[config.mk]
export PLATFORM = sky130hd
export DESIGN_NAME = rca_seq_ctrl
export DESIGN_NICKNAME = d
export VERILOG_FILES = /design/src/rtl/rca_seq_ctrl.sv
export SDC_FILE = /design/constraint.sdc
export NUM_CORES = 1
export LEC_CHECK = 0
export CORE_MARGIN = 5
export CORE_UTILIZATION = 50
export CTS_BUF_LIST = sky130_fd_sc_hd__clkbuf_4 sky130_fd_sc_hd__clkbuf_8 sky130_fd_sc_hd__clkbuf_16
export DETAILED_ROUTE_END_ITERATION = 12
export GPL_ROUTABILITY_DRIVEN = 0
export GPL_TIMING_DRIVEN = 0
export PLACE_DENSITY = 0.77
export REMOVE_ABC_BUFFERS = 1
export SKIP_CTS_REPAIR_TIMING = 1
export SYNTH_ARGS = -nofsm -noshare
export SYNTH_HDL_FRONTEND = slang
export SYNTH_SLANG_ARGS = --single-unit
export TNS_END_PERCENT = 100
[constraint.sdc]
create_clock -name clk -period 2.9 [get_ports clk]
set_input_delay 0.58 -clock clk [delete_from_list [all_inputs] [get_ports clk]]
set_output_delay 0.58 -clock clk [all_outputs]
set_load 0.01 [all_outputs]
[src/rtl/rca_seq_ctrl.sv]
// rca_seq_ctrl: multi-cycle adder that time-multiplexes one SLICE-bit
// ripple-carry slice across a WIDTH-bit add, LSB slice first, with the
// inter-slice carry held in a register between cycles.
// WIDTH must be an integer multiple of SLICE, and at least SLICE.
// Optional feature macro: RCA_SEQ_OVF_EN adds the signed-overflow output ovf.
module rca_seq_ctrl #(
  parameter int WIDTH = 16,
  parameter int SLICE = 4
) (
  input  logic             clk,
  input  logic             rst,
  input  logic             start,
  input  logic [WIDTH-1:0] x,
  input  logic [WIDTH-1:0] y,
  input  logic             c_in,
  output logic             busy,
  output logic             done,
  output logic [WIDTH-1:0] s,
  output logic             c_out
`ifdef RCA_SEQ_OVF_EN
  ,
  output logic             ovf
`endif
);

  localparam int NSLICE = WIDTH / SLICE;
  localparam int IDX_W  = (NSLICE > 1) ? $clog2(NSLICE) : 1;
  localparam logic [IDX_W-1:0] LAST_IDX = IDX_W'(NSLICE - 1);

  typedef enum logic [1:0] {
    IDLE = 2'd0,
    RUN  = 2'd1,
    DONE = 2'd2
  } state_t;

  state_t           state_q;
  logic [IDX_W-1:0] idx_q;
  logic [WIDTH-1:0] x_q;
  logic [WIDTH-1:0] y_q;
  logic             carry_q;
  logic [WIDTH-1:0] s_q;
  logic             c_out_q;
  logic             busy_q;
  logic             done_q;
`ifdef RCA_SEQ_OVF_EN
  logic             ovf_q;
`endif

  logic [SLICE-1:0] x_slice;
  logic [SLICE-1:0] y_slice;
  logic [SLICE:0]   slice_sum;
  logic [SLICE-1:0] slice_d;
  logic             carry_d;

  // Slice datapath: add the current operand slices plus the stored carry at full SLICE+1 width.
  always_comb begin
    // NOTE: every always_comb output gets an unconditional value first so no
    // path leaves it unassigned, which is what keeps latches from being inferred.
    x_slice   = '0;
    y_slice   = '0;
    x_slice   = x_q[idx_q*SLICE +: SLICE];
    y_slice   = y_q[idx_q*SLICE +: SLICE];
    slice_sum = {1'b0, x_slice} + {1'b0, y_slice} + {{SLICE{1'b0}}, carry_q};
    slice_d   = slice_sum[SLICE-1:0];
    carry_d   = slice_sum[SLICE];
  end

  // Sequencer FSM: accept in IDLE, one slice per RUN edge, one-cycle done pulse in DONE.
  always_ff @(posedge clk) begin
    // NOTE: state uses non-blocking assignments only, so every register in
    // this block samples the pre-edge values regardless of statement order.
    if (rst) begin
      state_q <= IDLE;
      idx_q   <= '0;
      // NOTE: the operand registers are reset along with everything else; they
      // are few enough that a known post-reset value costs nothing worth saving.
      x_q     <= '0;
      y_q     <= '0;
      carry_q <= 1'b0;
      s_q     <= '0;
      c_out_q <= 1'b0;
      busy_q  <= 1'b0;
      done_q  <= 1'b0;
`ifdef RCA_SEQ_OVF_EN
      ovf_q   <= 1'b0;
`endif
    end else begin
      case (state_q)
        IDLE: begin
          if (start) begin
            x_q     <= x;
            y_q     <= y;
            carry_q <= c_in;
            idx_q   <= '0;
            s_q     <= '0;
            c_out_q <= 1'b0;
            busy_q  <= 1'b1;
            state_q <= RUN;
`ifdef RCA_SEQ_OVF_EN
            ovf_q   <= 1'b0;
`endif
          end
        end

        RUN: begin
          s_q[idx_q*SLICE +: SLICE] <= slice_d;
          carry_q <= carry_d;
          if (idx_q == LAST_IDX) begin
            // Final slice: publish the carry and wrap the index back to 0.
            c_out_q <= carry_d;
            idx_q   <= '0;
            done_q  <= 1'b1;
            state_q <= DONE;
`ifdef RCA_SEQ_OVF_EN
            // Like-signed operands producing a result of the other sign.
            ovf_q   <= (x_q[WIDTH-1] == y_q[WIDTH-1]) &&
                       (slice_d[SLICE-1] != x_q[WIDTH-1]);
`endif
          end else begin
            idx_q <= idx_q + 1'b1;
          end
        end

        DONE: begin
          done_q  <= 1'b0;
          busy_q  <= 1'b0;
          state_q <= IDLE;
        end

        default: begin
          done_q  <= 1'b0;
          busy_q  <= 1'b0;
          state_q <= IDLE;
        end
      endcase
    end
  end

  assign busy  = busy_q;
  assign done  = done_q;
  assign s     = s_q;
  assign c_out = c_out_q;
`ifdef RCA_SEQ_OVF_EN
  assign ovf   = ovf_q;
`endif

endmodule
==> summary.md, run 1 <==
| Metric | Value |
|---|---|
| Outcome | complete, no violations |
| Setup Skew | 4.76 ps |
| Area occupied by registers | between 1000 and 1500 sq um |
| CP required | between 3000 and 4000 ps |
| Initial antenna violation count | 0 |
| Number of global-route vias before repair | ~1.9k |
| Biggest area consumer among synthesized cells | dfxtp_1 |
| Top_reg_cell synth | dfxtp_1 |
| Ys async rst share | 0 |
| Vias per cell | 5.19 |
| Simple-Gate Fraction of Synth Area | 0.210 |
| Placeable Area | approximately 4800 sq um |
| Clock latency on the worst-skew pair | 310 ps |
| Yosys cell types | 35 |
| Standard-cell rows | 25 |
| Drt drc | 0 |
| Fin nets | between 300 and 400 |
| Footprint of the multi-input gates | about 1200 sq um |
| Synthesized instance count | approximately 270 |
| Critical Path AT | between 2000 and 3000 ps |
| Slowest library cell on the worst path | dfxtp_1 |
| Startpoint Class | flip-flop |
| Commonest non-fill, non-tap cell in the layout | nand2_1 |
| Slew margin rel. | 0.220 |
| Mux cell area share after synthesis | 0.0732 |
| Final worst-path cycle share | 0.947 |
| Critical Path Max Stage Delay | 680 ps |
| Wire per inst | roughly 14 microns |
| Clock buffer count from CTS | 5 |
| Worst path bufs/invs | 0 |
| Yosys top cell area share | 0.456 |
| Delay-heaviest family, CP | adder cells |
| Pin count of the biggest net entering global routing | 36 |
| Sequential share of the synthesized area | 0.456 |
| Final hold vios | 0 |
| Most used cell along the critical path | fa_1 |
| H-Tree Depth | 2 |
| Clock Pin Slew Worst Setup and Hold Paths | around 90 ps |
| Worst Tran Pin Value | approximately 1200 ps |
| Routed Antenna Nets | 0 |
| Detailed Route WL | approximately 5200 microns |
| Final setup vio count | 0 |
| Compound-Gate Fraction of Synth Area | 0.153 |
| Adder-cell area share of the yosys netlist | 0.0519 |
| Post-synthesis xor/xnor area fraction | 0.00356 |
| Tmin final | 2750 ps |
| Flops & latches, synth | 56 |
| Most frequent cells in the layout | nand2_1 (69), dfxtp_1 (55), clkdlybuf4s50_1 (53) |
| Total Power | 1620 uW |
| Critical Path, Cell by Cell | mux4_2 > fa_1 > fa_1 > a21oi_1 > nor2b_1 > o21ai_0 > a31oi_1 |
| First-pass GRT wire length | roughly 8600 microns |
| CP Capture Type | flip-flop |
| Clk root buf | clkbuf_8 |
| Total grt overflow | 0 |
| Synthesis warning total | 0 |
| Vias | between 1.5k and 2k |
| Pwr Density | between 500 and 600 nW/um^2 |
| Hold Path Class | reg2reg |
| Max-slew violation count | 0 |
| Synth Area per Inst | 9.22 sq um |
| Initial core utilization | 0.518 |
| Lkg Pwr | 0.00115 uW |
| Initial DRC Count | 90 |
| GR Util All Layers | 0.167 |
| CTS tree | yes |
| Area Growth Syn to Fin | 26.7% |
| PortBufs | 54 |
| Post-synth EDFFs | 0 |
| IO Count | 55 |
| Crit Path Max Fanout | 12 |
| CP Class | reg2reg |
| Max-Cap Viols | 0 |
| Longest Clk Path Bufs | 2 |
| Die X | 80.2 microns |
| Fraction of layout cells with a size suffix above 1 | 0.0897 |
| Largest family of logic cells by synthesized area | simple AND/OR/NAND/NOR gates |
| RSZ-0062 raised after global routing | no |
| Detail Placement HPWL | 3720 microns |
| # diodes | 0 |
| Worst vdd ir | 0.357 mV |
| Drt pass-1 iters | 4 |
| Die Ht | approximately 80 microns |
| Top post-synthesis cells by area | dfxtp_1 (46%), nand2_1 (11%), a21oi_1 (7.3%) |
| CTS Sinks | 56 |
| Fmax | ~360 MHz |
| Fill cell total of the finished layout | 428 |
| Die Area | roughly 6400 sq um |
| Cell Area, Synth | ~2500 sq um |
| Hold_ws | about 460 ps |
Yosys cell counts (3+ instances only):
| cell type | number |
|---|---|
| buf_6 | 6 |
| nor2_1 | 20 |
| a21oi_1 | 36 |
| buf_2 | 5 |
| mux4_2 | 8 |
| clkbuf_1 | 7 |
| dfxtp_1 | 56 |
| nand2_2 | 3 |
| a32oi_1 | 4 |
| nand2_1 | 69 |
| a21o_1 | 4 |
| a22oi_1 | 12 |
| inv_1 | 3 |
| nand3_1 | 3 |
| ha_1 | 7 |
worst min-delay path: stages (launching register included):
cell and delay (ps):
dfxtp_1 320, inv_1 50, a211oi_1 50
state kept, by name, summed over array words and instances (netlist names):
| signal | cells |
|---|---|
| x_q | 16 |
| c_out | 1 |
| state_q | 2 |
| s | 16 |
| idx_q | 2 |
| done | 1 |
| y_q | 16 |
| carry_q | 1 |
| busy | 1 |
final timing paths:
kind,startpoint,endpoint,slack (ps),cells after the start
max reg2reg,idx_q[1]$_SDFFE_PP0P_,carry_q$_SDFFE_PP0P_,150,7
min,busy$_SDFFE_PP0P_,busy$_SDFFE_PP0P_,460,2
max,idx_q[1]$_SDFFE_PP0P_,carry_q$_SDFFE_PP0P_,150,7
min reg2reg,busy$_SDFFE_PP0P_,busy$_SDFFE_PP0P_,460,2
through the flow:
| stage | TNS (ps) | instances | util | instance area [sq um] | setup slack (ps) |
|---|---|---|---|---|---|
| CTS | -1950 | 379 | 0.655 | 3120 | -306 |
| global route | 0 | 379 | 0.656 | 3120 | 36.3 |
| floorplan | 0 | 249 | - | 2340 | 171 |
| global placement | -1930 | 370 | 0.624 | 2970 | -320 |
| detailed placement | -1720 | 371 | 0.629 | 2990 | -282 |
| finish | 0 | 379 | 0.656 | 3120 | 154 |
cell families after synthesis:
| kind of cell | count (synthesis) |
|---|---|
| XOR/XNOR | 1 |
| AND/OR/NAND/NOR | 110 |
| adder cells (fa/ha/maj) | 9 |
| flip-flops | 56 |
| buffers and inverters | 21 |
| AO/OA/AOI/OAI | 62 |
| multiplexers | 8 |
power breakdown:
| part | switching [uW] | internal, uW | leakage, uW |
|---|---|---|---|
| clock network | 243 | 305 | 0.0000645 |
| logic | 121 | 120 | 0.000632 |
| registers | 28.1 | 803 | 0.000458 |
| total | 392 | 1230 | 0.00115 |
routing by layer:
metal	track usage	routed length (microns)
met5	0	0
met4	0.0372	33
met3	0.0448	312
met2	0.293	2560
met1	0.205	2280
area by class of cell:
cell class	instances	area share
multi-input combinational	190	0.388
inverter	3	0.00361
tap	67	0.0269
timing repair buffer	55	0.181
clock buffer	7	0.0309
sequential	56	0.361
clock inverter	1	0.00963
(Power assumes the default switching activity.)
==> run 2: changes to the inputs <==
--- a/config.mk
+++ b/config.mk
@@ -8,6 +8,7 @@
 export CORE_MARGIN = 5
 export CORE_UTILIZATION = 50
 export CTS_BUF_LIST = sky130_fd_sc_hd__clkbuf_4 sky130_fd_sc_hd__clkbuf_8 sky130_fd_sc_hd__clkbuf_16
+export CTS_CLUSTER_SIZE = 14
 export DETAILED_ROUTE_END_ITERATION = 12
 export GPL_ROUTABILITY_DRIVEN = 0
 export GPL_TIMING_DRIVEN = 0
==> results of run 2 <==
Final layout, timing and power as in run 1 (identical DEF).
